## config.mk

```make
export PLATFORM = sky130hd
export DESIGN_NAME = lsu
export DESIGN_NICKNAME = d
export VERILOG_FILES = /design/src/rtl/tartaruga_pkg.sv /design/src/rtl/lsu_align.sv /design/src/rtl/lsu.sv
export SDC_FILE = /design/constraint.sdc
export NUM_CORES = 1
export LEC_CHECK = 0
export CAP_MARGIN = 20
export CELL_PAD_IN_SITES_DETAIL_PLACEMENT = 1
export CELL_PAD_IN_SITES_GLOBAL_PLACEMENT = 1
export CORE_AREA = 2 2 156 158
export DETAILED_ROUTE_END_ITERATION = 6
export DIE_AREA = 0 0 158 160
export PLACE_DENSITY_LB_ADDON = 0.12
export SLEW_MARGIN = 20
export SYNTH_ARGS = -nofsm -noshare
export SYNTH_HDL_FRONTEND = slang
export SYNTH_SLANG_ARGS = --single-unit
```

## constraint.sdc

```tcl
create_clock -name clk_i -period 6.5 [get_ports clk_i]
set_input_delay 0.975 -clock clk_i [delete_from_list [all_inputs] [get_ports clk_i]]
set_output_delay 0.975 -clock clk_i [all_outputs]
set_load 0.005 [all_outputs]
```

## src/rtl/tartaruga_pkg.sv

```systemverilog
// Shared types for the tartaruga pipeline: execute-to-memory and memory-to-writeback
// beats, memory operation encodings and the load/store unit state.
package tartaruga_pkg;

    typedef logic [31:0] bus32_t;

    typedef enum logic [1:0] {
        MEM_NONE  = 2'd0,
        MEM_LOAD  = 2'd1,
        MEM_STORE = 2'd2
    } mem_op_t;

    typedef enum logic [1:0] {
        BYTE = 2'd0,
        HALF = 2'd1,
        WORD = 2'd2
    } mem_size_t;

    typedef struct packed {
        logic [6:0] opcode;
        logic [4:0] rd;
        mem_op_t    mem_op;
        mem_size_t  mem_size;
        logic       mem_unsigned;
    } instr_t;

    typedef struct packed {
        logic   valid;
        instr_t instr;
        bus32_t result;
        bus32_t data_rs2;
        logic   branch_taken;
    } exe_to_mem_t;

    typedef struct packed {
        logic   valid;
        instr_t instr;
        bus32_t result;
        logic   branch_taken;
        logic   misaligned;
    } mem_to_wb_t;

    localparam instr_t NOP_INSTR = '{
        opcode: 7'd0, rd: 5'd0, mem_op: MEM_NONE, mem_size: BYTE, mem_unsigned: 1'b0
    };

    localparam mem_to_wb_t NOP_MEM_TO_WB = '{
        valid: 1'b0, instr: NOP_INSTR, result: 32'd0, branch_taken: 1'b0, misaligned: 1'b0
    };

    typedef enum logic [1:0] {
        IDLE = 2'd0,
        REQ  = 2'd1,
        WAIT = 2'd2
    } lsu_state_t;

endpackage

```

## src/rtl/lsu_align.sv

```systemverilog
// Combinational lane logic: byte enables, replicated store data, load lane
// extraction with sign/zero extension, and alignment check.
module lsu_align
    import tartaruga_pkg::*;
(
    input  mem_size_t  size,
    input  logic [1:0] addr_lo,
    input  logic       is_unsigned,
    input  bus32_t     rs2,
    input  bus32_t     rdata,
    output logic [3:0] be,
    output bus32_t     wdata,
    output bus32_t     load_data,
    output logic       misaligned
);

    bus32_t shifted;

    always_comb begin
        // Bring the addressed lane down to bit 0 before extending.
        shifted    = rdata >> {addr_lo, 3'b000};
        be         = 4'b0000;
        wdata      = rs2;
        load_data  = rdata;
        misaligned = 1'b0;
        case (size)
            BYTE: begin
                be        = 4'b0001 << addr_lo;
                wdata     = {4{rs2[7:0]}};
                load_data = {{24{~is_unsigned & shifted[7]}}, shifted[7:0]};
            end
            HALF: begin
                be         = 4'b0011 << addr_lo;
                wdata      = {2{rs2[15:0]}};
                load_data  = {{16{~is_unsigned & shifted[15]}}, shifted[15:0]};
                misaligned = addr_lo[0];
            end
            WORD: begin
                be         = 4'b1111;
                wdata      = rs2;
                load_data  = rdata;
                misaligned = |addr_lo;
            end
            default: ;
        endcase
    end

endmodule

```

## src/rtl/lsu.sv

```systemverilog
// Load/store unit: accepts execute beats, runs the dmem req/gnt/rvalid handshake
// and presents a registered writeback beat; stalls upstream while an access is open.
module lsu
    import tartaruga_pkg::*;
(
    input  logic        clk_i,
    input  logic        rstn_i,
    input  exe_to_mem_t exe_to_mem_i,
    output mem_to_wb_t  mem_to_wb_o,
    output logic        stall_o,
    output logic        dmem_req_o,
    output logic        dmem_we_o,
    output bus32_t      dmem_addr_o,
    output logic [3:0]  dmem_be_o,
    output bus32_t      dmem_wdata_o,
    input  logic        dmem_gnt_i,
    input  logic        dmem_rvalid_i,
    input  bus32_t      dmem_rdata_i
);

    lsu_state_t state, state_next;
    mem_to_wb_t wb_q, wb_next;
    instr_t     hold_instr;
    bus32_t     hold_addr;
    bus32_t     hold_rs2;
    logic       hold_bt;
    logic       capture;

    mem_size_t  sel_size;
    logic [1:0] sel_addr_lo;
    logic       sel_unsigned;
    bus32_t     sel_rs2;
    bus32_t     load_data;
    logic       misaligned;

    // In IDLE the aligner checks the incoming beat; otherwise it serves the held access.
    always_comb begin
        if (state == IDLE) begin
            sel_size     = exe_to_mem_i.instr.mem_size;
            sel_addr_lo  = exe_to_mem_i.result[1:0];
            sel_unsigned = exe_to_mem_i.instr.mem_unsigned;
            sel_rs2      = exe_to_mem_i.data_rs2;
        end else begin
            sel_size     = hold_instr.mem_size;
            sel_addr_lo  = hold_addr[1:0];
            sel_unsigned = hold_instr.mem_unsigned;
            sel_rs2      = hold_rs2;
        end
    end

    lsu_align u_align (
        .size        (sel_size),
        .addr_lo     (sel_addr_lo),
        .is_unsigned (sel_unsigned),
        .rs2         (sel_rs2),
        .rdata       (dmem_rdata_i),
        .be          (dmem_be_o),
        .wdata       (dmem_wdata_o),
        .load_data   (load_data),
        .misaligned  (misaligned)
    );

    always_comb begin
        state_next = state;
        wb_next    = NOP_MEM_TO_WB;
        capture    = 1'b0;
        dmem_req_o = 1'b0;
        case (state)
            IDLE: begin
                if (exe_to_mem_i.valid) begin
                    if (exe_to_mem_i.instr.mem_op == MEM_NONE || misaligned) begin
                        wb_next = '{valid: 1'b1, instr: exe_to_mem_i.instr,
                                    result: exe_to_mem_i.result,
                                    branch_taken: exe_to_mem_i.branch_taken,
                                    misaligned: (exe_to_mem_i.instr.mem_op != MEM_NONE)};
                    end else begin
                        capture    = 1'b1;
                        state_next = REQ;
                    end
                end
            end
            REQ: begin
                dmem_req_o = 1'b1;
                if (dmem_gnt_i) begin
                    if (hold_instr.mem_op == MEM_STORE) begin
                        state_next = IDLE;
                        wb_next    = '{valid: 1'b1, instr: hold_instr, result: hold_addr,
                                       branch_taken: hold_bt, misaligned: 1'b0};
                    end else begin
                        state_next = WAIT;
                    end
                end
            end
            WAIT: begin
                if (dmem_rvalid_i) begin
                    state_next = IDLE;
                    wb_next    = '{valid: 1'b1, instr: hold_instr, result: load_data,
                                   branch_taken: hold_bt, misaligned: 1'b0};
                end
            end
            default: state_next = IDLE;
        endcase
    end

    always_ff @(posedge clk_i or negedge rstn_i) begin
        if (!rstn_i) begin
            state      <= IDLE;
            wb_q       <= NOP_MEM_TO_WB;
            hold_instr <= NOP_INSTR;
            hold_addr  <= '0;
            hold_rs2   <= '0;
            hold_bt    <= 1'b0;
        end else begin
            state <= state_next;
            wb_q  <= wb_next;
            if (capture) begin
                hold_instr <= exe_to_mem_i.instr;
                hold_addr  <= exe_to_mem_i.result;
                hold_rs2   <= exe_to_mem_i.data_rs2;
                hold_bt    <= exe_to_mem_i.branch_taken;
            end
        end
    end

    assign mem_to_wb_o = wb_q;
    assign stall_o     = (state != IDLE);
    assign dmem_we_o   = (hold_instr.mem_op == MEM_STORE);
    assign dmem_addr_o = {hold_addr[31:2], 2'b00};

endmodule

```

==> key figures, run 1 <==
Outcome
  – Status: complete, no violations

Finish
  – Most common cell after layout, fill and taps aside: clkdlybuf4s50_1
  – Nets: about 920
  – Fillcell total: roughly 2600
  – Commonest cells after routing, fill and taps aside: 238 x clkdlybuf4s50_1, 136 x dfrtp_1, 94 x mux2_2
  – Share of cells above drive strength 1: approximately 18%
  – Area grow syn2layout: 43.9%
  – Non-Filler Instances: ~1100

Clock network
  – Clk slew on worst S/H paths: roughly 0.070 ns
  – Post-CTS Setup Repair Bufs: 0
  – Htree depth: 4
  – Post-CTS sizing: 0
  – Root buf cell: clkbuf_16
  – Num CTS Buffers: 17
  – CTS Sinks: around 140
  – Bufs on Longest Clock Path: 2
  – Clk_lat worst skew: roughly 0.42 ns
  – CTS Hold Bufs: 0
  – CTS tree: yes

Critical path
  – Crit-path max FO: 29
  – Setup CP Type: input port to output port
  – R2r startpoint: state[0]
  – Crit. End Element: output port
  – Setup crit start kind: input port
  – Critical Path AT: approximately 4.3 ns
  – Worst path required time: between 5 and 6 ns
  – Critical path origin: exe_to_mem_i[67]

Routing
  – Drt via density: 5.04
  – Drt first pass iters: 7
  – WL final: around 24 mm
  – Routed vias: 5708
  – DRT iter0 DRCs: 323
  – Final ANT Viol Nets: 0
  – Detailed-route DRC error count: 0
  – WL per Instance: approximately 21 um

Synthesis
  – Cell area after synthesis: ~0.007 mm2
  – Syn Area/Cell: roughly 12 um2
  – Seq cells post-synth: 136
  – Register area share after synthesis: a little under 50%
  – Top_reg_cell synth: dfrtp_1
  – Async S/R FF share, synth: 100%
  – Cell variety after synth: 44
  – Synthesized instance count: approximately 600
  – Post-synth EDFFs: 0
  – YS warnings: 0

Job
  – Max-cap violations: 0

STA
  – Final setup fails: 0
  – Measured slew at the worst slew-check pin: around 1.1 ns
  – Final Hold Fails: 0
  – Tcrit/Tclk final: about four fifths
  – Max-slew violations: 0
  – WHS: between 0.4 and 0.5 ns
  – Achievable clock frequency: ~190 MHz
  – Clk_skew: ~0.015 ns
  – RSZ-0062 raised after global routing: false
  – Crit path time final: about 5.2 ns
  – Max-slew headroom: about 28%
  – Setup tns final: 0 ns

Hold path
  – Min-Delay Path Class: flop to flop
  – Hold Path Origin: hold_instr[6]

Global route
  – Initial antenna violation count: 2
  – Largest net degree at the start of global routing: 72
  – First-pass GRT wire length: 37.4 mm
  – Vias in the first global route: just over 6000
  – Total Routing Usage GR: a little under 20%
  – GRT Residual Overflow: 0

Floorplanning
  – Initial Util: between 20 and 30%
  – Area of the die: about 0.025 mm2
  – Die height: about 160 um
  – Core Region: 0.0238 mm2
  – Die width: 158 um
  – Top-level I/O count: about 240
  – Site row count: between 50 and 60

Pwr
  – Leakage power figure: roughly 4.3 nW
  – Final total power: 0.00501 W
  – Pwr/cell area: between 500 and 600 mW/mm2
  – Max VDD drop: roughly 0.24 mV

Placement
  – Buffers on Ports: ~240
  – Placed insts: 1098
  – GP Congestion: 0.873
  – Detailed Place HPWL: around 18 mm
==> power by group <==
part           total (W)  switching (W)  internal, W
logic            0.00257        0.00115      0.00141
clock network    0.00100       0.000407     0.000597
registers        0.00144       0.000224      0.00122
==> registers in the layout, indices dropped and copies added, names as in the netlist <==
register,count
mem_to_wb_o,52
hold_addr,32
hold_rs2,32
hold_instr,17
state,2
hold_bt,1
==> layout make-up <==
type | count | area [um2] | area share, %
multi-input cells | 374 | 3030 | 30.3
clock buffers | 19 | 453 | 4.54
clock inverters | 13 | 158 | 1.58
inverters | 14 | 52.6 | 0.527
well taps | 324 | 405 | 4.06
flip-flops and latches | 136 | 3400 | 34.1
repair buffers | 250 | 2480 | 24.8
diodes | 2 | 5.00 | 0.0502
==> per-stage QoR <==
stage               cell area [um2]  worst slack [ns]  utilization [%]
floorplan                      6940              2.29                -
global placement               9360              1.50             39.3
detailed placement             9360              1.30             39.3
CTS                            9970              1.30             41.9
global route                   9980             0.999             41.9
finish                         9980              1.27             41.9
==> worst max-delay path: stages <==
cell and delay (ns):
clkdlybuf4s50_1 0.50, mux2i_4 0.35, buf_4 0.37, ha_1 0.86, nor2_1 0.33, o22ai_1 0.30
clkdlybuf4s50_1 0.55
==> synthesized netlist by cell type, types with 2 or more instances <==
cell type  number  area share (%)
a211oi_1        6            0.65
a21oi_1        24             1.7
a221o_1         7             1.0
a221oi_1       10             1.3
a222oi_1       16             2.3
a22o_1         25             3.2
buf_2          13            0.94
buf_4          35             3.8
buf_6           7             1.1
clkbuf_1       21             1.1
dfrtp_1       136              49
ha_1            3            0.54
inv_1          13            0.70
mux2_2         94              15
mux2i_1        41             5.9
nand2_1        47             2.5
nand2b_1        2            0.18
nand3_1        16             1.2
nor2_1          7            0.38
nor2b_1         7            0.63
nor3b_1         2            0.22
o21ai_0        21             1.5
o22ai_1        17             1.5
o2bb2ai_1       7            0.88
or2_2           3            0.27
==> kinds of logic after synthesis <==
group           synth area share (%)
compound gates                  14.9
mux                             21.4
flops                           49.1
simple gates                    6.24
buf+inv                         7.76
fa+ha+maj                      0.541
other cells                   0.0541
==> worst paths after layout <==
| path | end | slack (ns) | depth (start not counted) |
|---|---|---|---|
| hold / removal | mem_to_wb_o[40] | 0.49 | 1 |
| setup / recovery | dmem_wdata_o[23] | 1.27 | 7 |
| max in group asynchronous | mem_to_wb_o[12] | 4.54 | 2 |
| hold reg to reg | mem_to_wb_o[40] | 0.49 | 1 |
| min in group asynchronous | mem_to_wb_o[22] | 0.56 | 1 |
| setup reg to reg | mem_to_wb_o[24] | 2.01 | 11 |
==> routing by layer <==
layer,GRT usage [%],vias to the layer above,wire length (um)
met3,5.64,28,1720
li1,-,2590,-
met2,31.9,210,11800
met4,6.39,0,512
met5,0,-,0
met1,24.9,2880,10300
No activity file was read; power rests on OpenSTA's default activity.
==> run 2, diff against run 1 <==
==> constraint.sdc (replaced) <==
create_clock -name clk_i -period 5.3 [get_ports clk_i]
set_input_delay 0.795 -clock clk_i [delete_from_list [all_inputs] [get_ports clk_i]]
set_output_delay 0.795 -clock clk_i [all_outputs]
set_load 0.005 [all_outputs]
==> run 2 against run 1 <==
  * Critical path depth grew 1
  * Non-clock buffer count grew 1
  * Worst setup slack lost 0.45 ns
  * Wire length grew 0.34%
  * Register-to-register slack lost 0.54 ns
  * Cell count is essentially flat
  * Clock-buffer cell count shrank 1
  * Clock skew shrank 0.0023 ns
  * Sequential share of layout area grew 0.14 points
==> key figures, run 2 (synthesis results as in run 1) <==
STA
  – Final setup fails: 0 (unchanged)
  – Measured slew at the worst slew-check pin: 0.964 ns (-0.117 ns)
  – Achievable clock frequency: approximately 220 MHz
  – Clk_skew: 0.0129 ns (-0.00231 ns)
  – Tcrit/Tclk final: around 84%
  – Max-slew headroom: 35.5% (+7.7 points)
  – RSZ-0062 raised after global routing: false
  – Max-slew violations: 0 (unchanged)
  – Final Hold Fails: 0 (unchanged)
  – Crit path time final: 4.48 ns
  – Setup tns final: 0 ns (unchanged)

Placement
  – Buffers on Ports: 239 (unchanged)
  – Detailed Place HPWL: 17.9 mm (+0.69%)
  – GP Congestion: 0.819 (-6.2%)

Clock network
  – Clk_lat worst skew: 0.43 ns (about the same)
  – Bufs on Longest Clock Path: 2 (unchanged)
  – CTS Sinks: 136 (unchanged)
  – CTS Hold Bufs: 0 (unchanged)
  – Clk slew on worst S/H paths: 0.07 ns (about the same)
  – Root buf cell: clkbuf_16
  – CTS tree: yes
  – Post-CTS Setup Repair Bufs: 0 (unchanged)
  – Num CTS Buffers: 17 (unchanged)
  – Htree depth: 4 (unchanged)
  – Post-CTS sizing: 0 (unchanged)

Floorplanning
  – Area of the die: 0.0253 mm2 (unchanged)
  – Die width: 158 um (unchanged)
  – Initial Util: 29.1% (unchanged)
  – Die height: 160 um (unchanged)
  – Core Region: 0.0238 mm2 (unchanged)
  – Top-level I/O count: 242 (unchanged)
  – Site row count: 57 (unchanged)

Critical path
  – Crit. End Element: output port
  – Setup CP Type: flop to output port
  – R2r startpoint: state[0]
  – Critical path origin: state[0]
  – Critical Path AT: 3.68 ns (-0.57 ns)
  – Reg2reg setup slack: 1.47 ns (-0.54 ns)
  – Cells on worst reg2reg path: 11 (unchanged)
  – Worst path required time: 4.51 ns (-1.01 ns)
  – Crit path to: dmem_wdata_o[23]
  – R2R Path End: mem_to_wb_o[24]
  – Setup crit start kind: flop
  – Crit-path max FO: 27 (-6.9%)

Finish
  – Share of cells above drive strength 1: 18.6% (+0.10 points)
  – Antenna cells: 0 (-2)
  – Commonest cells after routing, fill and taps aside: 238 x clkdlybuf4s50_1, 136 x dfrtp_1, 94 x mux2_2
  – Max FFs per register: 52 (unchanged)
  – Most common cell after layout, fill and taps aside: clkdlybuf4s50_1
  – Reg area: 0.00340 mm2 (unchanged)
  – Fillcell total: 2598 (+1.4%)
  – Util after Layout: 41.7% (-0.17 points)
  – Area of the multi-input gates: 0.00303 mm2 (unchanged)
  – Area grow syn2layout: 43.3%
  – Nets: 916 (+0.11%)

Global route
  – Vias in the first global route: 6218 (+0.016%)
  – GRT Residual Overflow: 0 (unchanged)
  – Initial antenna violation count: 0 (-2)
  – Total Routing Usage GR: 19.6% (+0.063 points)
  – First-pass GRT wire length: 37.2 mm (-0.52%)
  – Largest net degree at the start of global routing: 95 (+32%)

Hold path
  – Min-Delay Path Class: input port to asynchronous set/reset pin

Routing
  – Drt first pass iters: 5 (-2)
  – Final ANT Viol Nets: 0 (unchanged)
  – Routed vias: 5711 (+0.053%)
  – Drt via density: 5.05 (+0.14%)
  – DRT iter0 DRCs: 270 (-16%)
  – Detailed-route DRC error count: 0 (unchanged)
  – WL final: 24.4 mm (+0.34%)
  – WL per Instance: 21.6 um (+0.43%)

Outcome
  – Status: complete, no violations

Pwr
  – Max VDD drop: 0.242 mV (+2.8%)
  – Pwr/cell area: 612 mW/mm2 (+22%)
  – Leakage power figure: 4.26 nW (-0.56%)

Job
  – Max-cap violations: 0 (unchanged)
[run 2: cell count changes in the layout (fill, tap and decap cells not counted), moves of 2 or more]
cell        before  now
bufinv_16        2    0
clkinvlp_4       1    4
clkinv_4         4    0
diode_2          2    0
inv_8            1    4
[run 2: critical path: stages, from the launching register on]
cell and delay (ns):
dfrtp_1 0.47, nor2_4 0.64, mux2i_1 0.46, inv_1 0.08, ha_1 0.19, buf_4 0.23, nor2_1 0.51, o22ai_1 0.19
clkdlybuf4s50_1 0.48
[run 2: final cells by class]
class	count	share of cell area, %
Clock buffer	18	4.42
Clock inverter	14	1.28
Inverter	14	0.529
Multi-Input combinational cell	374	30.4
Sequential cell	136	34.2
Tap cell	324	4.08
Timing Repair Buffer	251	25.0
[run 2: power by group]
group / switching [W] / internal [W]
clock network: 0.000528 / 0.000632
logic: 0.00142 / 0.00174
registers: 0.000278 / 0.00149
[run 2: per-layer routing]
| metal | part of all wire, % | track usage (%) |
|---|---|---|
| met1 | 42 | 24.2 |
| met2 | 49 | 32.6 |
| met3 | 6.9 | 6.13 |
| met4 | 2.5 | 6.31 |
| met5 | 0 | 0 |
[run 2: worst min path at each step]
stage / endpoint / slack (ns)
6_report: mem_to_wb_o[22] / 0.45
5_1_grt: mem_to_wb_o[22] / 0.51
4_1_cts: mem_to_wb_o[20] / 0.49
3_5_place_dp: mem_to_wb_o[41] / 0.48
3_3_place_gp: mem_to_wb_o[1] / 0.47
2_1_floorplan: mem_to_wb_o[1] / 0.46
[run 2: through the flow]
| step | hold slack (ns) | cells | total power, W | area (um2) | setup WS, ns |
|---|---|---|---|---|---|
| after floorplan | 0.460 | 600 | 0.00353 | 6940 | 1.45 |
| final | 0.452 | 1131 | 0.00608 | 9940 | 0.825 |
| after CTS | 0.485 | 1131 | 0.00616 | 9940 | 0.799 |
| after global routing | 0.511 | 1131 | 0.00649 | 9940 | 0.525 |
| after global placement | 0.466 | 1099 | 0.00488 | 9370 | 1.26 |
| after detailed placement | 0.479 | 1099 | 0.00496 | 9370 | 1.19 |
